### src/rtl/mem_ctrl_pkg.sv
// mem_ctrl_pkg: shared encodings for the RAM port arbiter and its lane unit.
package mem_ctrl_pkg;
  localparam logic [1:0] SZ_B = 2'd0;
  localparam logic [1:0] SZ_H = 2'd1;
  localparam logic [1:0] SZ_W = 2'd2;
  localparam logic [1:0] SZ_X = 2'd3;
  localparam logic OWN_M0 = 1'b0;
  localparam logic OWN_M1 = 1'b1;
  typedef enum logic [2:0] {IDLE, CHECK, ACCESS, WRITE, RESP} state_e;
endpackage

### src/rtl/mem_lane_unit.sv
// mem_lane_unit: sub-word store merge, load extract/extend and alignment check.
module mem_lane_unit
  import mem_ctrl_pkg::*;
(
  input  logic [31:0] word,
  input  logic [31:0] wdata,
  input  logic [1:0]  size,
  input  logic [1:0]  off,
  input  logic        uns,
  output logic [31:0] merged,
  output logic [31:0] extracted,
  output logic        misalign
);
  logic [4:0]  sh;
  logic [31:0] mask, lane_data, shifted;
  always_comb begin
    sh = (size == SZ_H) ? {off[1], 4'b0000} : {off, 3'b000};
    mask = (size == SZ_B) ? 32'h0000_00FF << sh : (size == SZ_H) ? 32'h0000_FFFF << sh : 32'hFFFF_FFFF;
    lane_data = (size == SZ_B) ? {24'b0, wdata[7:0]} << sh : (size == SZ_H) ? {16'b0, wdata[15:0]} << sh : wdata;
    merged = (word & ~mask) | (lane_data & mask);
    shifted = word >> {off, 3'b000};
    extracted = (size == SZ_B) ? {{24{shifted[7] & ~uns}}, shifted[7:0]} :
                (size == SZ_H) ? {{16{shifted[15] & ~uns}}, shifted[15:0]} : shifted;
    misalign = (size == SZ_X) || (size == SZ_H && off[0]) || (size == SZ_W && off != 2'b00);
  end
endmodule

### src/rtl/ram_port_arbiter.sv
// ram_port_arbiter: shares the word-only RAM port between two requesters and
// adds sub-word loads/stores via read-modify-write.
module ram_port_arbiter
  import mem_ctrl_pkg::*;
#(
  parameter bit FIXED_PRIO = 1'b0,
  parameter int ADDR_W     = 32
) (
  input  logic              clk_i,
  input  logic              rst_i,
  input  logic              m0_req_valid_i,
  output logic              m0_req_ready_o,
  input  logic              m0_req_we_i,
  input  logic [1:0]        m0_req_size_i,
  input  logic              m0_req_unsigned_i,
  input  logic [ADDR_W-1:0] m0_req_addr_i,
  input  logic [31:0]       m0_req_wdata_i,
  output logic              m0_rsp_valid_o,
  input  logic              m0_rsp_ready_i,
  output logic [31:0]       m0_rsp_rdata_o,
  output logic              m0_rsp_err_o,
  input  logic              m1_req_valid_i,
  output logic              m1_req_ready_o,
  input  logic              m1_req_we_i,
  input  logic [1:0]        m1_req_size_i,
  input  logic              m1_req_unsigned_i,
  input  logic [ADDR_W-1:0] m1_req_addr_i,
  input  logic [31:0]       m1_req_wdata_i,
  output logic              m1_rsp_valid_o,
  input  logic              m1_rsp_ready_i,
  output logic [31:0]       m1_rsp_rdata_o,
  output logic              m1_rsp_err_o,
  output logic              ram_wr_en_o,
  output logic [ADDR_W-1:0] ram_wr_addr_o,
  output logic [31:0]       ram_wr_data_o,
  output logic              ram_rd_en_o,
  output logic [ADDR_W-1:0] ram_rd_addr_o,
  input  logic [31:0]       ram_rd_data_i
);
  state_e state, state_d;
  logic owner, rr, we_q, uns_q, err_q;
  logic [1:0] size_q;
  logic [ADDR_W-1:0] addr_q, aligned;
  logic [31:0] wdata_q, rdata_q, wr_q, merged, extracted;
  logic misalign, grant, win, rsp_ready, resp_live;

  mem_lane_unit u_lane (
    .word      (ram_rd_data_i),
    .wdata     (wdata_q),
    .size      (size_q),
    .off       (addr_q[1:0]),
    .uns       (uns_q),
    .merged    (merged),
    .extracted (extracted),
    .misalign  (misalign)
  );

  assign aligned = {addr_q[ADDR_W-1:2], 2'b00};

  // Outputs are gated by rst_i so a reset landing in WRITE suppresses the store.
  always_comb begin
    grant = !rst_i && state == IDLE && (m0_req_valid_i || m1_req_valid_i);
    win = (m0_req_valid_i && m1_req_valid_i) ? (FIXED_PRIO ? OWN_M0 : rr) : m1_req_valid_i;
    rsp_ready = (owner == OWN_M1) ? m1_rsp_ready_i : m0_rsp_ready_i;
    resp_live = !rst_i && state == RESP;
    m0_req_ready_o = grant && win == OWN_M0;
    m1_req_ready_o = grant && win == OWN_M1;
    m0_rsp_valid_o = resp_live && owner == OWN_M0;
    m1_rsp_valid_o = resp_live && owner == OWN_M1;
    m0_rsp_rdata_o = m0_rsp_valid_o ? rdata_q : 32'h0;
    m1_rsp_rdata_o = m1_rsp_valid_o ? rdata_q : 32'h0;
    m0_rsp_err_o = m0_rsp_valid_o && err_q;
    m1_rsp_err_o = m1_rsp_valid_o && err_q;
    ram_rd_en_o = !rst_i && state == ACCESS;
    ram_rd_addr_o = ram_rd_en_o ? aligned : '0;
    ram_wr_en_o = !rst_i && state == WRITE;
    ram_wr_addr_o = ram_wr_en_o ? aligned : '0;
    ram_wr_data_o = ram_wr_en_o ? wr_q : 32'h0;
  end

  always_comb begin
    state_d = state;
    case (state)
      IDLE:    state_d = grant ? CHECK : IDLE;
      CHECK:   state_d = misalign ? RESP : ACCESS;
      ACCESS:  state_d = we_q ? WRITE : RESP;
      WRITE:   state_d = RESP;
      RESP:    state_d = rsp_ready ? IDLE : RESP;
      default: state_d = IDLE;
    endcase
  end

  always_ff @(posedge clk_i) begin
    if (rst_i) state <= IDLE;
    else state <= state_d;
  end

  always_ff @(posedge clk_i) begin
    if (rst_i) begin
      owner   <= OWN_M0;
      rr      <= OWN_M0;
      we_q    <= 1'b0;
      uns_q   <= 1'b0;
      err_q   <= 1'b0;
      size_q  <= 2'b00;
      addr_q  <= '0;
      wdata_q <= 32'h0;
      rdata_q <= 32'h0;
      wr_q    <= 32'h0;
    end else begin
      case (state)
        IDLE: if (grant) begin
          owner   <= win;
          we_q    <= win ? m1_req_we_i : m0_req_we_i;
          size_q  <= win ? m1_req_size_i : m0_req_size_i;
          uns_q   <= win ? m1_req_unsigned_i : m0_req_unsigned_i;
          addr_q  <= win ? m1_req_addr_i : m0_req_addr_i;
          wdata_q <= win ? m1_req_wdata_i : m0_req_wdata_i;
        end
        CHECK: begin
          err_q   <= misalign;
          rdata_q <= 32'h0;
        end
        ACCESS: begin
          rdata_q <= we_q ? 32'h0 : extracted;
          wr_q    <= merged;
        end
        RESP: if (rsp_ready) rr <= ~owner;
        default: ;
      endcase
    end
  end
endmodule

### config.mk
export PLATFORM = sky130hd
export DESIGN_NAME = ram_port_arbiter
export DESIGN_NICKNAME = d
export VERILOG_FILES = /design/src/rtl/mem_ctrl_pkg.sv /design/src/rtl/mem_lane_unit.sv /design/src/rtl/ram_port_arbiter.sv
export SDC_FILE = /design/constraint.sdc
export NUM_CORES = 1
export LEC_CHECK = 0
export BUFFER_PORTS_ARGS = -buffer_cell sky130_fd_sc_hd__buf_2
export CAP_MARGIN = 30
export CELL_PAD_IN_SITES_DETAIL_PLACEMENT = 1
export CELL_PAD_IN_SITES_GLOBAL_PLACEMENT = 2
export CORE_ASPECT_RATIO = 1.75
export CORE_MARGIN = 2
export CORE_UTILIZATION = 26
export CTS_BUF_LIST = sky130_fd_sc_hd__clkbuf_2
export DETAILED_ROUTE_END_ITERATION = 16
export MAX_ROUTING_LAYER = met4
export PLACE_DENSITY = 0.93
export SKIP_LAST_GASP = 1
export SLEW_MARGIN = 25
export SYNTH_ARGS = -nofsm -noshare
export SYNTH_HDL_FRONTEND = slang
export SYNTH_SLANG_ARGS = --single-unit
### constraint.sdc
create_clock -name clk_i -period 2.65 [get_ports clk_i]
set_input_delay 0.3975 -clock clk_i [delete_from_list [all_inputs] [get_ports clk_i]]
set_output_delay 0.3975 -clock clk_i [all_outputs]
set_load 0.005 [all_outputs]
==> reports/summary.log, run 1 <==
qor: detailed_routing.drtIter0Drc 462
qor: floorplanning.num_rows 83
qor: worst_hold_path.worst_hold_path_type in2reg
qor: clock_tree.worst_skew_pair.late_latency 850 ps
qor: clock_tree.number_of_buffers_inserted_during_clock_tree_synthesis 17
qor: finish.nFillCells 3,437
qor: clock_tree.cts-htree-levels 4
qor: synth.synth-main-ff-cell sky130_fd_sc_hd__dfxtp_1
qor: sta.maxSlewHeadroom 54.91%
qor: clock_tree.tritoncts yes
qor: synth.synth.top_cells.by_area sky130_fd_sc_hd__dfxtp_1 36%, sky130_fd_sc_hd__and2_1 13%, sky130_fd_sc_hd__nand2_1 8.0%
qor: critical_path.r2r_slack 130 ps
qor: sta.grt_setup_unrepaired true
qor: critical_path.crit_fanout 5
qor: sta.hold-worst-slack 276.3 ps
qor: placed_design.dp_hpwl 26,050 um
qor: worst_hold_path.worstHoldStart rst_i
qor: critical_path.cp_data_arrival_time 2390 ps
qor: placed_design.placed_area 9804 um2
qor: detailed_routing.wl_met2 23,800 um
qor: pwr.cell_pwr_density 419.1 nW/um2
qor: detailed_routing.topRoutingLayerUsed met4
qor: global_route.first_global_vias 10,160
qor: detailed_routing.route.antenna.remaining_nets 0
qor: finish.nets 1,664
qor: detailed_routing.dr_wl_met3 1868 um
qor: synth.post_synth_inst_count 968
qor: global_route.grt_max_degree 59
qor: detailed_routing.routed_wl 43,070 um
qor: clock_tree.clkSlewWorstSetupHoldPaths 220 ps
qor: finish.instances_no_fill 1,887
qor: critical_path.worstPathRequired 2250 ps
qor: critical_path.ff_to_ff_start addr_q[1]
qor: finish.commonest_cells_after_routing_fill_and_taps_aside 276 x sky130_fd_sc_hd__buf_2, 182 x sky130_fd_sc_hd__dlygate4sd3_1, 161 x sky130_fd_sc_hd__nand2_1
qor: finish.drive_gt1_share 36.26%
qor: critical_path.startpoint state[1]
qor: sta.worst_slew_pin_slew 676.3 ps
qor: finish.multiInputGateArea 4738 um2
qor: outcome.violations negative setup slack
qor: synth.asyncSetResetFlopFracSynth 0%
qor: sta.layout_min_cycle_time 2790 ps
qor: clock_tree.cts_num_sinks 138
qor: finish.layout_commonest_cell sky130_fd_sc_hd__buf_2
qor: critical_path.worst_setup_path_end_kind primary output
qor: detailed_routing.drc_errors 0
qor: clock_tree.clk_root_buffer_cell sky130_fd_sc_hd__clkbuf_2
qor: sta.final-setup-viol-count 98
qor: placed_design.count_of_buffers_inserted_at_the_top_level_ports 337
qor: global_route.initial_antenna_violation_count 2
qor: synth.synth_seq_area_share 36.07%
qor: synth.synth_top_cell_by_area sky130_fd_sc_hd__dfxtp_1
qor: floorplanning.floorplan.io_pins 342
qor: synth.synth_cell_types 56
qor: synth.synth_largest_type_area_fraction 36.07%
qor: global_route.grt_util_all_layers 25.47%
qor: sta.drv_slew 0
qor: finish.seq_area 2771 um2
qor: clock_tree.ctsLongestPathBuffers 2
qor: critical_path.startpoint_type flop
qor: global_route.grt_pass1_wl 58,230 um
qor: sta.layout_worst_path_cycle_share 105.3%
qor: sta.report.final.hold_viol_count 0
qor: floorplanning.floorplan.initialDensity 26.25%
qor: synth.edff_count_synth 0
qor: critical_path.timing.setup.critical_path_class reg2out
qor: synth.ys_seq_elements 138
qor: pwr.totalPowerFinal 5.488 mW
qor: finish.area_growth 70.97%
qor: synth.syn_std_cell_area 7660 um2
qor: floorplanning.die_x 133.8 um
qor: global_route.gr-total-overflow 0
qor: placed_design.placed_cells_incl_taps 1,633
qor: finish.final_area 13,100 um2
qor: sta.final.setup_skew 43.85 ps
qor: pwr.peakVddDrop 0.0002310 V
qor: pwr.p_leak 5.984 nW
qor: flow_run.cap_violations 0
qor: detailed_routing.detail_route.vias_per_cell 5.145
qor: floorplanning.core_area 29,180 um2
qor: placed_design.gp_routability_congestion 0.9105
qor: outcome.status finished with violations
qor: detailed_routing.vias 9,708
qor: detailed_routing.drtPass1Iterations 5
qor: sta.timing.final.ws_setup -139.9 ps
qor: floorplanning.die-height 231.1 um
qor: synth.yosys_warnings 0
qor: floorplanning.design.die.area 30,900 um2
qor: detailed_routing.wl_per_instance 22.83 um
qor: sta.timing.fmax 358.4 MHz
qor: synth.post_synth.cell_area_avg 7.913 um2
qor: detailed_routing.met1_length 14,660 um
[layout make-up]
cell class | instances | area share [%]
Timing Repair Buffer | 592 | 36.82
Antenna cell | 2 | 0.03822
Sequential cell | 138 | 21.16
Clock inverter | 13 | 1.280
Multi-Input combinational cell | 736 | 36.18
Tap cell | 382 | 3.650
Clock buffer | 19 | 0.7261
Inverter | 5 | 0.1433
[where the power goes]
part           switching, mW  internal [mW]  leakage, nW  total [mW]
sequential             0.198           2.24         1.13        2.44
combinational          0.819          0.777         4.71        1.60
clock                  0.909          0.542        0.144        1.45
total                   1.93           3.56         5.98        5.49
[worst paths after layout]
kind / endpoint / cells past startpoint
worst max-delay path: ram_wr_addr_o[10] / 8
worst min-delay path: state[0] / 5
worst max register to register: state[2] / 6
worst min register to register: wr_q[20] / 2
[sequential cells by signal (all words and copies together), names as in the netlist]
signal	flops
addr_q	32
err_q	1
owner	1
rdata_q	32
rr	1
size_q	2
state	3
uns_q	1
wdata_q	32
we_q	1
wr_q	32
[synthesized netlist by cell type, drive strengths merged, types with 2 or more instances]
| cell | n |
|---|---|
| nor2 | 103 |
| nor3 | 7 |
| a32o | 7 |
| a211oi | 13 |
| a32oi | 8 |
| a311oi | 68 |
| a31oi | 2 |
| a211o | 7 |
| nor2b | 18 |
| mux2i | 18 |
| a22o | 9 |
| buf | 30 |
| inv | 4 |
| nand2 | 163 |
| o221ai | 14 |
| and2 | 159 |
| nand3 | 2 |
| nand3b | 4 |
| clkbuf | 63 |
| and3 | 3 |
| a2111oi | 2 |
| o41ai | 3 |
| nor3b | 10 |
| a21o | 2 |
| mux2 | 9 |
| or2 | 3 |
| dfxtp | 138 |
| o21ai | 31 |
| nand2b | 15 |
| a221o | 16 |
| o21a | 10 |
| a21oi | 13 |
| nor4b | 2 |
[per-stage QoR]
step | TNS [ps] | setup slack (ps) | utilization [%]
global placement | 0 | 463.3 | 33.60
finish | -5531 | -139.9 | 44.88
detailed placement | 0 | 393.9 | 33.60
CTS | -16210 | -161.7 | 41.60
global route | -24360 | -265.2 | 44.88
floorplan | 0 | 662.0 | -
[layer usage]
metal | vias up | track usage (%)
li1 | 4433 | -
met1 | 4723 | 24.15
met2 | 417 | 48.00
met3 | 135 | 4.374
met4 | 0 | 14.10
met5 | - | -
[timing repair]
item,4_1_cts,5_1_grt
endpoints found under the hold margin,133,0
setup buffers,10,16
cloned,4,10
setup endpoints to repair,164,214
hold buffers,182,0
pin swaps,1,16
gates resized for setup,31,140
[logic make-up (layout without fill, tap and decap cells)]
family	after synthesis	in the layout	share of synthesized area [%]
AOI/OAI and AO/OA	209	210	21.95
muxes	28	28	3.969
and+or+nand+nor	493	493	32.29
other	1	6	0.04896
buffers and inverters	98	629	5.554
DFF	138	138	36.07
xor gates and xnor gates	1	1	0.1144
[worst max-delay path, stage by stage, from the launching register on]
cell                        delay [ps]
sky130_fd_sc_hd__dfxtp_4           420
sky130_fd_sc_hd__buf_4             150
sky130_fd_sc_hd__nand2_4            70
sky130_fd_sc_hd__nor3_4            200
sky130_fd_sc_hd__buf_6             160
sky130_fd_sc_hd__buf_6             120
sky130_fd_sc_hd__clkbuf_16         150
sky130_fd_sc_hd__and2_1            160
sky130_fd_sc_hd__buf_2             120
No activity file was read; power rests on OpenSTA's default activity.
==> run 2: changes to the inputs <==
- ABC_AREA: not set -> 1
- CORE_UTILIZATION: 26 -> 24
==> reports/summary.log, run 2 <==
qor: floorplanning.floorplan.io_pins 342 [unchanged]
qor: floorplanning.design.die.area 34,480 um2 [+12%]
qor: critical_path.worst_setup_path_end_kind primary output
qor: pwr.net-switching-power 1.747 mW [-9.3%]
qor: global_route.gr-total-overflow 0 [unchanged]
qor: synth.edff_count_synth 0 [unchanged]
qor: global_route.initial_antenna_violation_count 8 [+6]
qor: floorplanning.floorplan.initialDensity 24.19% [-2.1 points]
qor: global_route.grt_pass1_wl 60,070 um [+3.2%]
qor: synth.synth_largest_type_area_fraction 34.93% [-1.1 points]
qor: sta.grt_setup_unrepaired true
qor: critical_path.timing.setup.critical_path_class reg2out
qor: pwr.cellInternalPower 3.171 mW [-11%]
qor: floorplanning.core_area 32,700 um2 [+12%]
qor: sta.drv_slew 0 [unchanged]
qor: pwr.power.share.sequential 47.1% [+2.6 points]
qor: sta.report.final.hold_viol_count 0 [unchanged]
qor: placed_design.gp_routability_congestion 0.8879 [-2.5%]
qor: synth.yosys-top-cells-count 415 x sky130_fd_sc_hd__nand2_1, 187 x sky130_fd_sc_hd__nor2_1, 149 x sky130_fd_sc_hd__inv_1, 138 x sky130_fd_sc_hd__dfxtp_1, 90 x sky130_fd_sc_hd__a21oi_1
qor: critical_path.worstPathRequired 2250 ps [about the same]
qor: sta.timing.fmax 376.7 MHz [+5.1%]
qor: synth.yosys_warnings 0 [unchanged]
qor: pwr.p_clk_share 26.2% [-0.2 points]
qor: synth.synth_cell_types 31 [-45%]
qor: worst_hold_path.worst_hold_path_type in2reg
qor: detailed_routing.vias 10,520 [+8.4%]
qor: sta.worst_slew_pin_slew 783.5 ps [+107.2 ps]
qor: synth.syn_std_cell_area 7910 um2 [+3.3%]
qor: pwr.peakVddDrop 0.0002443 V [+5.8%]
qor: synth.ys_seq_elements 138 [unchanged]
qor: sta.final.setup_skew 49.28 ps [+5.438 ps]
qor: clock_tree.cts-htree-levels 4 [unchanged]
qor: synth.post_synth.cell_area_avg 6.066 um2 [-23%]
qor: synth.post-synth-top-count-cell sky130_fd_sc_hd__nand2_1
qor: finish.drive_gt1_share 27.27% [-9.0 points]
qor: detailed_routing.wl_per_instance 18.26 um [-20%]
qor: sta.final-setup-viol-count 1 [-99%]
qor: flow_run.cap_violations 0 [unchanged]
qor: critical_path.crit_fanout 28 [+23]
qor: sta.layout_worst_path_cycle_share 100.2% [-5.1 points]
qor: sta.timing.final.ws_setup -4.412 ps [+135.5 ps]
qor: floorplanning.num_rows 88 [+6.0%]
qor: critical_path.cp_data_arrival_time 2260 ps [-130 ps]
qor: detailed_routing.detail_route.vias_per_cell 4.747 [-7.7%]
qor: synth.asyncSetResetFlopFracSynth 0% [unchanged]
qor: clock_tree.clkSlewWorstSetupHoldPaths 210 ps [about the same]
qor: floorplanning.die-height 244.2 um [+5.7%]
qor: critical_path.startpoint_type flop
qor: global_route.grt_util_all_layers 23.02% [-2.5 points]
qor: floorplanning.die_x 141.2 um [+5.6%]
qor: synth.synth_top_cell_by_area sky130_fd_sc_hd__dfxtp_1
qor: detailed_routing.drc_errors 0 [unchanged]
qor: finish.area_growth 57.10%
qor: synth.synth.top_cells.by_area sky130_fd_sc_hd__dfxtp_1 35%, sky130_fd_sc_hd__nand2_1 20%, sky130_fd_sc_hd__nor2_1 8.9%
qor: synth.synth-main-ff-cell sky130_fd_sc_hd__dfxtp_1
qor: detailed_routing.route.antenna.remaining_nets 0 [unchanged]
qor: detailed_routing.routed_wl 40,470 um [-6.0%]
qor: outcome.status finished with violations
qor: clock_tree.cts_num_sinks 138 [unchanged]
qor: sta.fin_tns_setup -4.412 ps [+5527 ps]
qor: pwr.p_leak 5.575 nW [-6.8%]
qor: clock_tree.tritoncts yes
qor: detailed_routing.drtIter0Drc 449 [-2.8%]
qor: clock_tree.worst_skew_pair.late_latency 850 ps [about the same]
qor: sta.maxSlewHeadroom 47.77% [-7.1 points]
qor: finish.fin_util 38.00% [-6.9 points]
qor: placed_design.dp_hpwl 27,960 um [+7.3%]
qor: global_route.first_global_vias 11,150 [+9.7%]
qor: global_route.grt_max_degree 68 [+15%]
qor: synth.synth_seq_area_share 34.93% [-1.1 points]
qor: finish.commonest_cells_after_routing_fill_and_taps_aside 413 x sky130_fd_sc_hd__nand2_1, 333 x sky130_fd_sc_hd__buf_2, 172 x sky130_fd_sc_hd__dlygate4sd3_1
qor: pwr.cell_pwr_density 395.7 nW/um2 [-5.6%]
qor: clock_tree.ctsLongestPathBuffers 2 [unchanged]
qor: outcome.violations negative setup slack
qor: placed_design.count_of_buffers_inserted_at_the_top_level_ports 337 [unchanged]
qor: clock_tree.clk_root_buffer_cell sky130_fd_sc_hd__clkbuf_2
qor: finish.nets 1,966 [+18%]
qor: sta.layout_min_cycle_time 2654 ps [-135.5 ps]
qor: synth.post_synth_inst_count 1,304 [+35%]
qor: finish.layout_commonest_cell sky130_fd_sc_hd__nand2_1
qor: clock_tree.number_of_buffers_inserted_during_clock_tree_synthesis 17 [unchanged]
qor: detailed_routing.drtPass1Iterations 4 [-1]
qor: pwr.comb_power_share 26.7% [-2.4 points]
qor: pwr.p_sw_share 35.53% [+0.43 points]
## run 2: cell types whose count changed in the layout (fill, tap and decap cells not counted), sizes merged, moves of 58 or more
cell	delta
nand3	+58
nand2	+256
a21oi	+77
and2	-159
a31oi	+66
inv	+145
nor2	+92
a311oi	-68
## run 2: worst max-delay path: stages (launching register included)
cell and delay [ps]:
sky130_fd_sc_hd__dfxtp_4 420, sky130_fd_sc_hd__buf_6 110, sky130_fd_sc_hd__nand3_2 110, sky130_fd_sc_hd__nor2_4 170, sky130_fd_sc_hd__inv_8 120, sky130_fd_sc_hd__clkbuf_16 210, sky130_fd_sc_hd__nor2_1 150, sky130_fd_sc_hd__buf_2 140
## run 2: final timing paths
path / start / cells past startpoint / end / slack, ps
max: state[1] / 7 / ram_wr_addr_o[15] / -4
min: m0_req_valid_i / 4 / owner / 100
max reg2reg: state[1] / 8 / wdata_q[23] / 360
min reg2reg: rdata_q[3] / 2 / rdata_q[3] / 480
## run 2: per-stage QoR
stage	area [um2]	cells	worst slack, ps	hold WS, ps	power, mW
finish	12430	2217	-4.412	102.5	4.918
global route	12430	2217	-126.2	74.94	5.191
CTS	12140	2206	-37.32	25.92	4.903
detailed placement	9912	1984	509.8	459.1	3.358
global placement	9862	1981	506.1	457.9	3.330
floorplan	7921	1307	984.6	442.0	2.944
## run 2: metal layers
layer / GRT usage, % / wire, um / part of all wire (%)
met1: 22.60 / 14840 / 37
met2: 43.25 / 22010 / 54
met3: 3.564 / 1366 / 3.4
met4: 11.59 / 2253 / 5.6
met5: - / 0 / 0
## run 2: power by group through the flow
stage	sequential (mW)	combinational [mW]	clock [mW]
finish	2.31	1.32	1.29
global route	2.33	1.45	1.42
CTS	2.31	1.27	1.33
detailed placement	2.35	1.01	0
global placement	2.35	0.982	0
floorplan	2.31	0.639	0
## run 2: cells by family after synthesis
logic type | synth area share (%)
DFF | 34.93
buffers and inverters | 12.89
and+or+nand+nor | 35.12
other | 0.04741
AOI/OAI and AO/OA | 17.02
## run 2: final cells by class
cell class                 count  area, um2
antenna                        8      20.02
inverter                     155      598.1
fill                        4236      20270
clock buffer                  17      85.08
clock inverter                14      132.6
tap                          405      506.7
sequential                   138       2771
timing repair inverter         1      7.507
timing repair buffer         554       3941
multi-input combinational    925       4364
## run 2: what timing repair did
item,CTS,global route
setup endpoints to repair,156,133
buffers inserted,16,1
pin swaps,5,4
hold buffers,172,0
endpoints found under the hold margin,120,0
gates cloned,3,2
resized for setup,39,60
==> run 3: changes to the inputs <==
- ABC_AREA: 1 -> not set
- CORE_UTILIZATION: 24 -> 26
- TNS_END_PERCENT: not set -> 20
==> reports/summary.log, run 3 (synthesis gave the netlist of run 1 again) <==
qor: outcome.status finished with violations
qor: outcome.violations negative setup slack
qor: finish.multiInputGateArea 4578 um2 [+4.9%]
qor: sta.timing.fmax 367.1 MHz [-2.6%]
qor: placed_design.dp_hpwl 26,050 um [-6.8%]
qor: floorplanning.design.die.area 30,900 um2 [-10%]
qor: finish.seq_area 2771 um2 [unchanged]
qor: floorplanning.die_x 133.8 um [-5.3%]
qor: pwr.cell_pwr_density 441.3 nW/um2 [+12%]
qor: sta.layout_min_cycle_time 2724 ps [+70.01 ps]
qor: clock_tree.ctsLongestPathBuffers 2 [unchanged]
qor: pwr.comb_power_share 28.5% [+1.8 points]
qor: worst_hold_path.worst_hold_path_type in2reg
qor: sta.final-setup-viol-count 58 [+57]
qor: critical_path.r2r_slack 80 ps [-280 ps]
qor: global_route.met2_usage 47.16% [+3.9 points]
qor: critical_path.startpoint state[1]
qor: global_route.gr-total-overflow 0 [unchanged]
qor: floorplanning.die-height 231.1 um [-5.4%]
qor: critical_path.ff_to_ff_start state[2]
qor: critical_path.worstPathRequired 2250 ps [about the same]
qor: sta.grt_setup_unrepaired true
qor: global_route.grt.met3_usage 4.112% [+0.55 points]
qor: critical_path.worstSetupEndpoint ram_rd_addr_o[13]
qor: detailed_routing.routed_wl 38,790 um [-4.2%]
qor: pwr.power.share.sequential 44.9% [-2.2 points]
qor: critical_path.crit_fanout 15 [-46%]
qor: global_route.grt_util_all_layers 25.06% [+2.0 points]
qor: clock_tree.clk_root_buffer_cell sky130_fd_sc_hd__clkbuf_2
qor: placed_design.gp_routability_congestion 0.9105 [+2.5%]
qor: sta.maxSlewHeadroom 54.23% [+6.5 points]
qor: pwr.cellInternalPower 3.539 mW [+12%]
qor: detailed_routing.wl_per_instance 20.74 um [+14%]
qor: finish.drive_gt1_share 31.36% [+4.1 points]
qor: detailed_routing.drtIter0Drc 378 [-16%]
qor: pwr.net-switching-power 1.874 mW [+7.3%]
qor: global_route.grt_max_degree 59 [-13%]
qor: sta.timing.final.ws_setup -74.43 ps [-70.01 ps]
qor: global_route.initial_antenna_violation_count 2 [-6]
qor: critical_path.worst_setup_path_end_kind primary output
qor: pwr.peakVddDrop 0.0002673 V [+9.4%]
qor: clock_tree.number_of_buffers_inserted_during_clock_tree_synthesis 17 [unchanged]
qor: finish.layout_commonest_cell sky130_fd_sc_hd__buf_2
qor: finish.commonest_cells_after_routing_fill_and_taps_aside 336 x sky130_fd_sc_hd__buf_2, 182 x sky130_fd_sc_hd__dlygate4sd3_1, 162 x sky130_fd_sc_hd__nand2_1
qor: detailed_routing.detail_route.vias_per_cell 5.026 [+5.9%]
qor: clock_tree.clkSlewWorstSetupHoldPaths 230 ps [+20 ps]
qor: detailed_routing.drc_errors 0 [unchanged]
qor: clock_tree.tritoncts yes
qor: critical_path.worst_r2r_endpoint addr_q[24]
qor: floorplanning.floorplan.io_pins 342 [unchanged]
qor: placed_design.placed_area 9804 um2 [-1.1%]
qor: finish.nFillCells 3,532 [-17%]
qor: pwr.p_leak 5.717 nW [+2.6%]
qor: floorplanning.num_rows 83 [-5.7%]
qor: global_route.groute.layer.met1.usage 23.99% [+1.4 points]
qor: clock_tree.worst_skew_pair.late_latency 840 ps [about the same]
qor: sta.worst_slew_pin_slew 686.6 ps [-96.88 ps]
qor: clock_tree.cts_num_sinks 138 [unchanged]
qor: critical_path.startpoint_type flop
qor: global_route.first_global_vias 10,110 [-9.3%]
qor: placed_design.count_of_buffers_inserted_at_the_top_level_ports 337 [unchanged]
qor: floorplanning.floorplan.initialDensity 26.25% [+2.1 points]
qor: critical_path.cp_data_arrival_time 2330 ps [+70 ps]
qor: detailed_routing.vias 9,398 [-11%]
qor: sta.drv_slew 0 [unchanged]
qor: global_route.grt_pass1_wl 57,390 um [-4.5%]
qor: pwr.p_clk_share 26.6% [+0.4 points]
qor: detailed_routing.route.antenna.remaining_nets 0 [unchanged]
qor: sta.layout_worst_path_cycle_share 102.8% [+2.6 points]
qor: global_route.top_usage_layer met2
qor: critical_path.timing.setup.critical_path_class reg2out
qor: sta.final.setup_skew 44.82 ps [-4.458 ps]
qor: finish.nets 1,647 [-16%]
qor: flow_run.cap_violations 0 [unchanged]
qor: clock_tree.cts-htree-levels 4 [unchanged]
qor: finish.fin_util 42.04% [+4.0 points]
qor: floorplanning.core_area 29,180 um2 [-11%]
qor: finish.area_growth 60.16%
qor: pwr.p_sw_share 34.62% [-0.91 points]
qor: detailed_routing.drtPass1Iterations 5 [+1]
qor: sta.report.final.hold_viol_count 0 [unchanged]
qor: finish.final_area 12,270 um2 [-1.3%]
qor: critical_path.reg2regPathDepth 8 [unchanged]
## run 3: cell count changes in the layout (fill, tap and decap cells not counted), moves of 23 or more
cell	before	now
sky130_fd_sc_hd__nor2_4	25	2
sky130_fd_sc_hd__a311oi_1	0	68
sky130_fd_sc_hd__and2_1	0	158
sky130_fd_sc_hd__nand2_1	413	162
sky130_fd_sc_hd__o211ai_1	31	0
sky130_fd_sc_hd__nor2_1	147	101
sky130_fd_sc_hd__a21oi_1	90	12
sky130_fd_sc_hd__nor2_2	23	0
sky130_fd_sc_hd__inv_1	144	4
sky130_fd_sc_hd__a31oi_1	68	2
sky130_fd_sc_hd__nand3_1	56	2
## run 3: timing repair
| item | CTS | global route |
|---|---|---|
| buffers inserted | 10 | 6 |
| gates cloned | 3 | 3 |
| pin swaps | 1 | 2 |
| hold buffers | 182 | 0 |
| gates resized for setup | 26 | 11 |
| endpoints found under the setup margin | 164 | 214 |
| hold endpoints to repair | 133 | 0 |
## run 3: layer usage
metal	vias to the layer above	wire (um)
li1	4403	-
met1	4526	14020
met2	360	21080
met3	109	1559
met4	0	2133
met5	-	0
## run 3: stage by stage
step,setup TNS (ps),instances,hold WS [ps],setup WS (ps),power [mW]
after CTS,-16370,1860,101.5,-161.7,5.378
final,-1864,1870,202.2,-74.43,5.414
after detailed placement,0,1633,439.3,393.9,3.616
after global routing,-24870,1870,130.0,-235.5,5.705
after floorplan,0,971,416.7,662.0,3.102
after global placement,0,1633,436.5,463.3,3.578
## run 3: worst max-delay path, stage by stage, from the launching register on
cell and delay [ps]:
sky130_fd_sc_hd__dfxtp_4 420, sky130_fd_sc_hd__or3b_4 410, sky130_fd_sc_hd__nor2_4 140, sky130_fd_sc_hd__buf_12 120, sky130_fd_sc_hd__buf_12 140, sky130_fd_sc_hd__and2_1 150, sky130_fd_sc_hd__buf_2 120
## run 3: worst min-delay path by stage
stage	from	endpoint	slack [ps]	cells after the start
floorplan	wr_q[10]	wr_q[10]	420	2
global placement	wr_q[10]	wr_q[10]	440	2
detailed placement	wr_q[12]	wr_q[12]	440	2
CTS	rst_i	state[0]	100	4
global route	rst_i	state[0]	130	4
finish	rst_i	state[0]	200	4
## run 3: cell type report
cell class / count / share of cell area, %
sequential: 138 / 22.59
timing repair buffer: 575 / 33.86
clock buffer: 19 / 0.7751
clock inverter: 13 / 1.367
inverter: 5 / 0.1530
antenna: 2 / 0.04080
tap: 382 / 3.896
multi-input combinational: 736 / 37.32
## run 3: power groups by stage
stage          Sequential, mW  Clock [mW]  Combinational, mW
2_1_floorplan            2.36           0              0.743
5_1_grt                  2.45        1.58               1.68
4_1_cts                  2.42        1.48               1.47
3_5_place_dp             2.47           0               1.15
3_3_place_gp             2.46           0               1.11
6_report                 2.43        1.44               1.54
